**config.mk**
```make
export PLATFORM = sky130hd
export DESIGN_NAME = fib_sequence_engine
export DESIGN_NICKNAME = d
export VERILOG_FILES = /design/src/rtl/fib_sequence_engine.sv
export SDC_FILE = /design/constraint.sdc
export NUM_CORES = 1
export LEC_CHECK = 0
export CORE_AREA = 2 2 96 61
export CTS_CLUSTER_SIZE = 8
export DETAILED_ROUTE_END_ITERATION = 16
export DIE_AREA = 0 0 98 63
export PLACE_DENSITY = 0.73
export SLEW_MARGIN = 10
export SYNTH_ARGS = -nofsm -noshare
export SYNTH_HDL_FRONTEND = slang
export SYNTH_SLANG_ARGS = --single-unit
```
**constraint.sdc**
```tcl
create_clock -name clk -period 4 [get_ports clk]
set_clock_uncertainty 0.05 [all_clocks]
set_input_delay 0.4 -clock clk [delete_from_list [all_inputs] [get_ports clk]]
set_output_delay 0.4 -clock clk [all_outputs]
set_load 0.03 [all_outputs]
```
**src/rtl/fib_sequence_engine.sv**
```systemverilog
// Fibonacci sequence engine.
// Emits a Fibonacci-style term stream starting from two seed terms over a
// valid/ready handshake. Three overflow policies are supported:
//   - wrap:     keep the low WIDTH bits of each sum
//   - saturate: force all-ones once a sum carries out
//   - stop:     end the run just before the first overflowed term
// A run can be cancelled with abort or with reset.
module fib_sequence_engine #(
    parameter int WIDTH = 8,
    parameter int CNT_W = 8
) (
    input  logic             clk,
    input  logic             rst,
    input  logic             start,
    input  logic             abort,
    input  logic [WIDTH-1:0] seed_a,
    input  logic [WIDTH-1:0] seed_b,
    input  logic [CNT_W-1:0] num_terms,
    input  logic [1:0]       mode,
    input  logic             out_ready,
    output logic             out_valid,
    output logic [WIDTH-1:0] out_data,
    output logic             out_last,
    output logic [CNT_W-1:0] term_idx,
    output logic             busy,
    output logic             done,
    output logic             overflow
);

    localparam logic [0:0] ST_IDLE   = 1'b0;
    localparam logic [0:0] ST_EMIT   = 1'b1;
    localparam logic [1:0] MODE_SAT  = 2'd1;
    localparam logic [1:0] MODE_STOP = 2'd2;

    logic [0:0]       state_q, state_d;
    logic [WIDTH-1:0] cur_q, cur_d;      // term currently presented
    logic [WIDTH-1:0] nxt_q, nxt_d;      // term that follows cur
    logic             nxt_ovf_q, nxt_ovf_d;
    logic [CNT_W-1:0] rem_q, rem_d;      // terms still allowed, including cur
    logic [CNT_W-1:0] idx_q, idx_d;
    logic [1:0]       mode_q, mode_d;
    logic             ovf_q, ovf_d;
    logic             done_q, done_d;

    logic [WIDTH:0]   sum;
    logic             carry;
    logic [WIDTH-1:0] next_term;
    logic             emitting;
    logic             last;
    logic             xfer;

    // The extra sum bit is the carry; only saturate mode alters the stored term.
    assign emitting  = (state_q == ST_EMIT);
    assign sum       = {1'b0, cur_q} + {1'b0, nxt_q};
    assign carry     = sum[WIDTH];
    assign next_term = (mode_q == MODE_SAT && carry) ? '1 : sum[WIDTH-1:0];

    // In stop mode the current term is final when the following term has
    // already overflowed, so an overflowed term is never presented.
    assign last = emitting &&
                  ((rem_q == CNT_W'(1)) || (mode_q == MODE_STOP && nxt_ovf_q));
    assign xfer = emitting && out_ready;

    assign out_valid = emitting;
    assign out_data  = emitting ? cur_q : '0;
    assign out_last  = last;
    assign term_idx  = idx_q;
    assign busy      = emitting;
    assign done      = done_q;
    assign overflow  = ovf_q;

    // Next-state logic for the run controller and the term pipeline.
    always_comb begin
        // NOTE: every signal gets a default here, so no path can leave one
        // unassigned and infer a latch.
        state_d   = state_q;
        cur_d     = cur_q;
        nxt_d     = nxt_q;
        nxt_ovf_d = nxt_ovf_q;
        rem_d     = rem_q;
        idx_d     = idx_q;
        mode_d    = mode_q;
        ovf_d     = ovf_q;
        done_d    = 1'b0;

        case (state_q)
            ST_IDLE: begin
                if (start) begin
                    if (num_terms != '0) begin
                        cur_d     = seed_a;
                        nxt_d     = seed_b;
                        nxt_ovf_d = 1'b0;
                        rem_d     = num_terms;
                        mode_d    = mode;
                        idx_d     = '0;
                        ovf_d     = 1'b0;
                        state_d   = ST_EMIT;
                    end else begin
                        // Zero-length run: nothing to emit, just complete.
                        done_d = 1'b1;
                    end
                end
            end
            ST_EMIT: begin
                if (abort) begin
                    // Abort wins over a simultaneous transfer and does not signal done.
                    state_d = ST_IDLE;
                end else if (xfer) begin
                    if (last) begin
                        state_d = ST_IDLE;
                        done_d  = 1'b1;
                    end else begin
                        cur_d     = nxt_q;
                        nxt_d     = next_term;
                        nxt_ovf_d = carry;
                        rem_d     = rem_q - CNT_W'(1);
                        idx_d     = idx_q + CNT_W'(1);
                        ovf_d     = ovf_q | carry;
                    end
                end
            end
            default: state_d = ST_IDLE;
        endcase
    end

    // State registers with asynchronous active-high reset.
    always_ff @(posedge clk or posedge rst) begin
        // NOTE: sequential state uses non-blocking assignments so every
        // register samples pre-edge values regardless of statement order.
        if (rst) begin
            state_q   <= ST_IDLE;
            cur_q     <= '0;
            nxt_q     <= '0;
            nxt_ovf_q <= 1'b0;
            rem_q     <= '0;
            idx_q     <= '0;
            mode_q    <= '0;
            ovf_q     <= 1'b0;
            done_q    <= 1'b0;
        end else begin
            state_q   <= state_d;
            cur_q     <= cur_d;
            nxt_q     <= nxt_d;
            nxt_ovf_q <= nxt_ovf_d;
            rem_q     <= rem_d;
            idx_q     <= idx_d;
            mode_q    <= mode_d;
            ovf_q     <= ovf_d;
            done_q    <= done_d;
        end
    end

endmodule

```
==> flow_metrics.tcl, run 1 <==
set metrics [dict create \
    drtIter0Drc 102 \
    max_stage_delay_ns 0.66 \
    finalHoldViolations 0 \
    core_mm2 0.00533 \
    yosys.area_share.adder_pct 6.59 \
    async_flop_share_pct 100 \
    relSlewSlack_pct 28.8 \
    drive_above_1_share_pct 7.19 \
    ant_nets 0 \
    outcome "finished clean" \
    yosys.area_share.simple_pct 18.9 \
    yosys_warnings 0 \
    rsz0062_at_grt "false" \
    slew_violations 0 \
    reg2reg_from "busy" \
    grt_pass1_wl_um 9390 \
    crit_path_start_kind "flop" \
    final-setup-viol-count 0 \
    fin_crit_sh_pct 73.0 \
    post_synth_inst_count 257 \
    synth.distinct_cells 55 \
    synth_area_mm2 0.00239 \
    cts_buffers 5 \
    synth_flop_cell "dfrtp_1" \
    ir_drop_v 0.000289 \
    worstHoldPathType "reg2reg" \
    nets 348 \
    synth_xor_area_share_pct 3.66 \
    dp_hpwl_um 4060 \
    cts-htree-levels 2 \
    ios 52 \
    p_leak_nw 1.28 \
    startpoint "rem_q[3]" \
    cp.required_ns 3.55 \
    syn_avg_cell_area_um2 9.31 \
    tightest_slew_ns 1.07 \
    clockPowerShare_pct 20.3 \
    path_class "reg2out" \
    grt_max_degree 35 \
    io_buffers 51 \
    cp_slowest_cell "clkdlybuf4s50_1" \
    cts_hold_buffers 0 \
    swShare_pct 40.2 \
    synth_top_cells_by_area "dfrtp_1 (40%), ha_1 (5.8%), nand2_1 (4.9%)" \
    via_per_inst 5.55 \
    max_freq_mhz 343 \
    wl_per_cell_um 14.6 \
    antenna_found_initial 0 \
    cts_tree "built" \
    p_int_mw 1.20 \
    ys_ff_latch 38 \
    min_from "nxt_ovf_q" \
    synth_mux_area_share_pct 4.29 \
    p_seq_share_pct 33.0 \
    vias 2080 \
    postCtsSetupBuffers 0 \
    start_util_pct 44.9 \
    synth_compound_area_share_pct 21.7 \
    cts_buffer_depth 2 \
    tns_ns 0 \
    reg2reg_slack_ns 1.67 \
    grt_overflow 0 \
    cts-resized-gates 0 \
    firstDrtPassIters 6 \
    drc 0 \
    p_switching_mw 0.803 \
    antennaDiodeCount 0 \
    dieWidth_um 98 \
    crit_fanout 10 \
    ys_seq_area_share_pct 39.7 \
    syn_nets 300 \
    whs_ns 0.435 \
    cap_violations 0 \
    dieHeight_um 63 \
    gp_congestion 0.811 \
    cp_cell_sequence "nor4_4 > a31o_1 > and2_1 > clkdlybuf4s50_1" \
    synth.top_cell.area_share_pct 39.7 \
    cts.sinks 38 \
    std_cell_rows 21 \
    syn2layout_area_growth_pct 28.3 \
    grt_pass1_vias 1986 \
    combinationalPowerShare_pct 46.7 \
    cts-root-buf "clkbuf_8" \
    power.density_mw_per_mm2 651 \
    grt.total_usage_pct 18.7 \
    cp.arrival_ns 2.47 \
    worst_setup_path_end_kind "primary output" \
    period_needed_ns 2.92 \
    synth_enable_flop_cells 0 \
    clk_pin_slew_ns 0.08 \
    synth_top_family_by_area "compound AO/OA/AOI/OAI gates" \
    synth_area_leader_cell "dfrtp_1" \
    finalWirelength_um 5480 \
    insertion_delay_ns 0.29 \
    fp.dieArea_mm2 0.00617 \
]
==> area by class of cell <==
| type | count | area [um2] |
|---|---|---|
| fillers | 481 | 2260 |
| multi-input cells | 196 | 1320 |
| flip-flops and latches | 38 | 951 |
| repair buffers | 54 | 533 |
| well taps | 69 | 86.3 |
| clock buffers | 6 | 82.6 |
| clock inverters | 2 | 60.1 |
| inverters | 10 | 37.5 |
==> critical path: cells and delay by family, from the launching register on <==
family	cells	cell delay [ns]
AO/OA/AOI/OAI	1	0.44
buffers and inverters	1	0.66
flip-flops	1	0.49
AND/OR/NAND/NOR	2	0.58
==> per-layer routing <==
layer	global-route usage (%)	up-vias	wire (um)	part of all wire (%)
met2	26.5	50	2230	41
li1	-	1037	-	-
met1	28.5	987	2920	53
met5	0	-	0	0
met3	4.47	6	283	5.2
met4	5.03	0	48	0.88
==> power by group through the flow <==
stage / clock [mW] / combinational (mW) / sequential (mW)
6_report: 0.405 / 0.934 / 0.659
5_1_grt: 0.434 / 1.05 / 0.682
4_1_cts: 0.415 / 0.934 / 0.657
3_5_place_dp: 0 / 0.923 / 0.664
3_3_place_gp: 0 / 0.903 / 0.657
2_1_floorplan: 0 / 0.718 / 0.630
==> layout by cell type (no fill, tap or decap), drive strengths merged, types with 3 or more instances in the layout <==
master,netlist,layout
inv,10,10
a21o,3,3
o21ai,24,24
nor4,8,8
dfrtp,38,38
and2,9,9
o22ai,7,7
or3,4,4
xnor2,7,7
ha,11,11
xor2,3,3
mux2i,8,8
clkbuf,4,6
clkdlybuf4s50,0,51
buf,9,3
a21oi,18,18
nor3,5,5
nor2,11,11
nand3,8,8
nand2,31,31
nand2b,5,5
==> flip-flops by register name (all words and copies together), names as in the netlist <==
register,count
rem_q,8
done,1
term_idx,8
cur_q,8
nxt_ovf_q,1
overflow,1
nxt_q,8
busy,1
mode_q,2
==> worst paths after layout <==
path                             end  cells past startpoint
setup reg to reg            rem_q[2]                      4
hold / removal             nxt_ovf_q                      2
min in group asynchronous   nxt_q[0]                      2
setup / recovery            out_last                      4
max in group asynchronous   rem_q[0]                      3
hold reg to reg            nxt_ovf_q                      2
==> Yosys cell counts, types with 4 or more instances <==
library cell	n
nand3_1	8
xnor2_1	7
a21oi_1	17
nand2b_1	5
mux2i_1	8
dfrtp_1	38
nor2_1	11
inv_1	10
o22ai_1	7
ha_1	11
nand2_1	31
and2_1	9
nor4_1	7
o21ai_0	22
clkbuf_1	4
nor3_1	5
==> per-stage QoR <==
stage | instance area (um2) | utilization, % | setup slack (ns) | power, mW | instances
2_1_floorplan | 2390 | - | 1.84 | 1.35 | 257
3_3_place_gp | 2930 | 54.9 | 1.10 | 1.56 | 367
3_5_place_dp | 2930 | 54.9 | 1.08 | 1.59 | 367
4_1_cts | 3070 | 57.6 | 1.07 | 2.01 | 375
5_1_grt | 3070 | 57.6 | 0.953 | 2.16 | 375
6_report | 3070 | 57.6 | 1.08 | 2.00 | 375
==> cells by family (layout without fill, tap and decap cells) <==
| group | after synthesis | count (layout) |
|---|---|---|
| AOI/OAI and AO/OA | 77 | 77 |
| xor gates and xnor gates | 10 | 10 |
| DFF | 38 | 38 |
| buffers and inverters | 23 | 72 |
| muxes | 10 | 10 |
| adders and majority gates | 12 | 12 |
| and+or+nand+nor | 87 | 87 |
Power figures use the tool's default switching activity.
==> run 2: changes to the inputs <==
--- a/config.mk
+++ b/config.mk
@@ -5,11 +5,11 @@
 export SDC_FILE = /design/constraint.sdc
 export NUM_CORES = 1
 export LEC_CHECK = 0
-export CORE_AREA = 2 2 96 61
+export CORE_AREA = 2 2 97 61
 export CTS_CLUSTER_SIZE = 8
 export DETAILED_ROUTE_END_ITERATION = 16
-export DIE_AREA = 0 0 98 63
-export PLACE_DENSITY = 0.73
+export DIE_AREA = 0 0 99 63
+export PLACE_DENSITY = 0.75
 export SLEW_MARGIN = 10
 export SYNTH_ARGS = -nofsm -noshare
 export SYNTH_HDL_FRONTEND = slang
==> constraint.sdc (replaced) <==
create_clock -name clk -period 2.5 [get_ports clk]
set_clock_uncertainty 0.05 [all_clocks]
set_input_delay 0.25 -clock clk [delete_from_list [all_inputs] [get_ports clk]]
set_output_delay 0.25 -clock clk [all_outputs]
set_load 0.03 [all_outputs]
==> run 2 against run 1 <==
Cell count up 1.3%. Combinational power is 68% higher. Non-clock buffer count up 5. Via count rose by 1.3%. Worst setup slack got worse by 0.92 ns. Critical path depth grew 2. First-iteration DRC count is 70% higher. Global-route usage rose by 0.85 points. Register-to-register slack got worse by 1.5 ns. Sequential cell count unchanged. Worst hold slack got worse by 0.11 ns.
==> flow_metrics.tcl, run 2 (synthesized netlist as in run 1, its figures left out) <==
set metrics [dict create \
    outcome "finished clean" \
    grt_pass1_vias 2020 \
    drc 0 \
    ant_nets 0 \
    multi_input_area_mm2 0.00132 \
    cts_tree "built" \
    via_per_inst 5.54 \
    dieHeight_um 63 \
    ios 52 \
    antenna_found_initial 0 \
    grt_max_degree 47 \
    cp_cell_sequence "ha_1 > nor3_1 > or3_4 > o31ai_2 > o22ai_1 > o21ai_0" \
    std_cell_rows 21 \
    cts_buffer_depth 2 \
    cp.arrival_ns 2.49 \
    slew_violations 0 \
    endpoint "nxt_q[1]" \
    critPathBufInv 0 \
    register_area_um2 951 \
    grt.total_usage_pct 19.6 \
    cts-root-buf "clkbuf_8" \
    startpoint "nxt_q[6]" \
    crit_path_start_kind "flop" \
    crit_cells 6 \
    core_mm2 0.00539 \
    p_switching_mw 1.32 \
    max_stage_delay_ns 0.62 \
    setup_ws_ns 0.160 \
    start_util_pct 44.4 \
    cts_buffers 5 \
    cp_top_family "compound AO/OA/AOI/OAI gates" \
    final-setup-viol-count 0 \
    p_int_mw 1.73 \
    place_area_mm2 0.00298 \
    worstHoldPathType "in2async" \
    antennaDiodeCount 0 \
    tns_ns 0 \
    tightest_slew_ns 0.668 \
    gp_congestion 0.849 \
    drive_above_1_share_pct 8.68 \
    swShare_pct 43.2 \
    finalHoldViolations 0 \
    period_needed_ns 2.34 \
    reg2reg_slack_ns 0.16 \
    firstDrtPassIters 4 \
    p_seq_share_pct 33.8 \
    relSlewSlack_pct 55.2 \
    vias 2106 \
    drtIter0Drc 173 \
    fin_total_pwr_mw 3.05 \
    fin_crit_sh_pct 93.6 \
    ir_drop_v 0.000487 \
    combinationalPowerShare_pct 51.6 \
    insertion_delay_ns 0.29 \
    syn2layout_area_growth_pct 28.1 \
    cts.sinks 38 \
    grt_pass1_wl_um 9840 \
    dp_hpwl_um 4220 \
    rsz0062_at_grt "false" \
    n_fill_cell 482 \
    finalWirelength_um 5710 \
    cap_violations 0 \
    dp.cells 372 \
    dieWidth_um 99 \
    cp_slowest_cell "o31ai_2" \
    path_class "reg2reg" \
    final_core_util_pct 56.9 \
    p_leak_nw 1.29 \
    io_buffers 51 \
    r2r_end "nxt_q[1]" \
    place_ws_ns 0.216 \
    whs_ns 0.328 \
    cp.required_ns 2.66 \
    fp.dieArea_mm2 0.00624 \
    ff2ff_path_depth 6 \
    mostFrequentLayoutCell "clkdlybuf4s50_1" \
    grt_overflow 0 \
    crit_fanout 6 \
    worst_setup_path_end_kind "flop" \
    cts_hold_buffers 0 \
    cts-htree-levels 2 \
    wl_per_cell_um 15.0 \
    clockPowerShare_pct 14.6 \
    instances_no_fill 380 \
    reg2reg_from "nxt_q[6]" \
    nets 353 \
    final_cell_mix "clkdlybuf4s50_1 (49), dfrtp_1 (38), nand2_1 (31), o21ai_0 (22), a21oi_1 (17)" \
    clk_pin_slew_ns 0.08 \
    postLayoutCellArea_mm2 0.00307 \
    power.density_mw_per_mm2 995 \
    max_freq_mhz 427 \
]
## run 2: how the worst min path moves through the flow
| stage | from | endpoint | cells past startpoint |
|---|---|---|---|
| after floorplan | seed_a[7] | cur_q[7] | 2 |
| after global placement | nxt_ovf_q | nxt_ovf_q | 2 |
| after detailed placement | nxt_ovf_q | nxt_ovf_q | 2 |
| after CTS | rst | nxt_q[0] | 3 |
| after global routing | rst | cur_q[0] | 3 |
| final | rst | nxt_q[0] | 3 |
## run 2: metal layers
| layer | global-route usage, % | routed length (um) |
|---|---|---|
| met5 | 0 | 0 |
| met4 | 4.11 | 36 |
| met3 | 4.03 | 417 |
| met2 | 27.6 | 2420 |
| met1 | 30.7 | 2840 |
## run 2: worst reg2reg max path: stages (launching register included)
cell and delay, ns:
dfrtp_1 0.40, ha_1 0.38, nor3_1 0.07, or3_4 0.37
o31ai_2 0.62, o22ai_1 0.17, o21ai_0 0.20
## run 2: power groups by stage
stage                     combinational (mW)  clock, mW  sequential [mW]
after global routing                    1.74      0.487             1.07
after detailed placement                1.54          0             1.04
after CTS                               1.56      0.453             1.03
after global placement                  1.50          0             1.03
after floorplan                         1.15          0             1.01
final                                   1.57      0.445             1.03
## run 2: what timing repair did
action / 4_1_cts / 5_1_grt
hold endpoints to repair: 0 / 0
setup buffers: 0 / 0
setup endpoints to repair: 1 / 0
gates resized for setup: 1 / 0
## run 2: area by class of cell
type / count / area share (%)
clock buffer: 7 / 2.82
clock inverter: 1 / 0.163
inverter: 10 / 1.22
multi-input combinational: 196 / 43.1
sequential: 38 / 31.0
tap: 69 / 2.82
timing repair buffer: 59 / 18.9
==> run 3: changes to the inputs <==
--- a/config.mk
+++ b/config.mk
@@ -5,6 +5,7 @@
 export SDC_FILE = /design/constraint.sdc
 export NUM_CORES = 1
 export LEC_CHECK = 0
+export ABC_CLOCK_PERIOD_IN_PS = 2500
 export CORE_AREA = 2 2 97 61
 export CTS_CLUSTER_SIZE = 8
 export DETAILED_ROUTE_END_ITERATION = 16
==> results of run 3 <==
No change in the layout: final DEF, timing and power equal those of run 2.
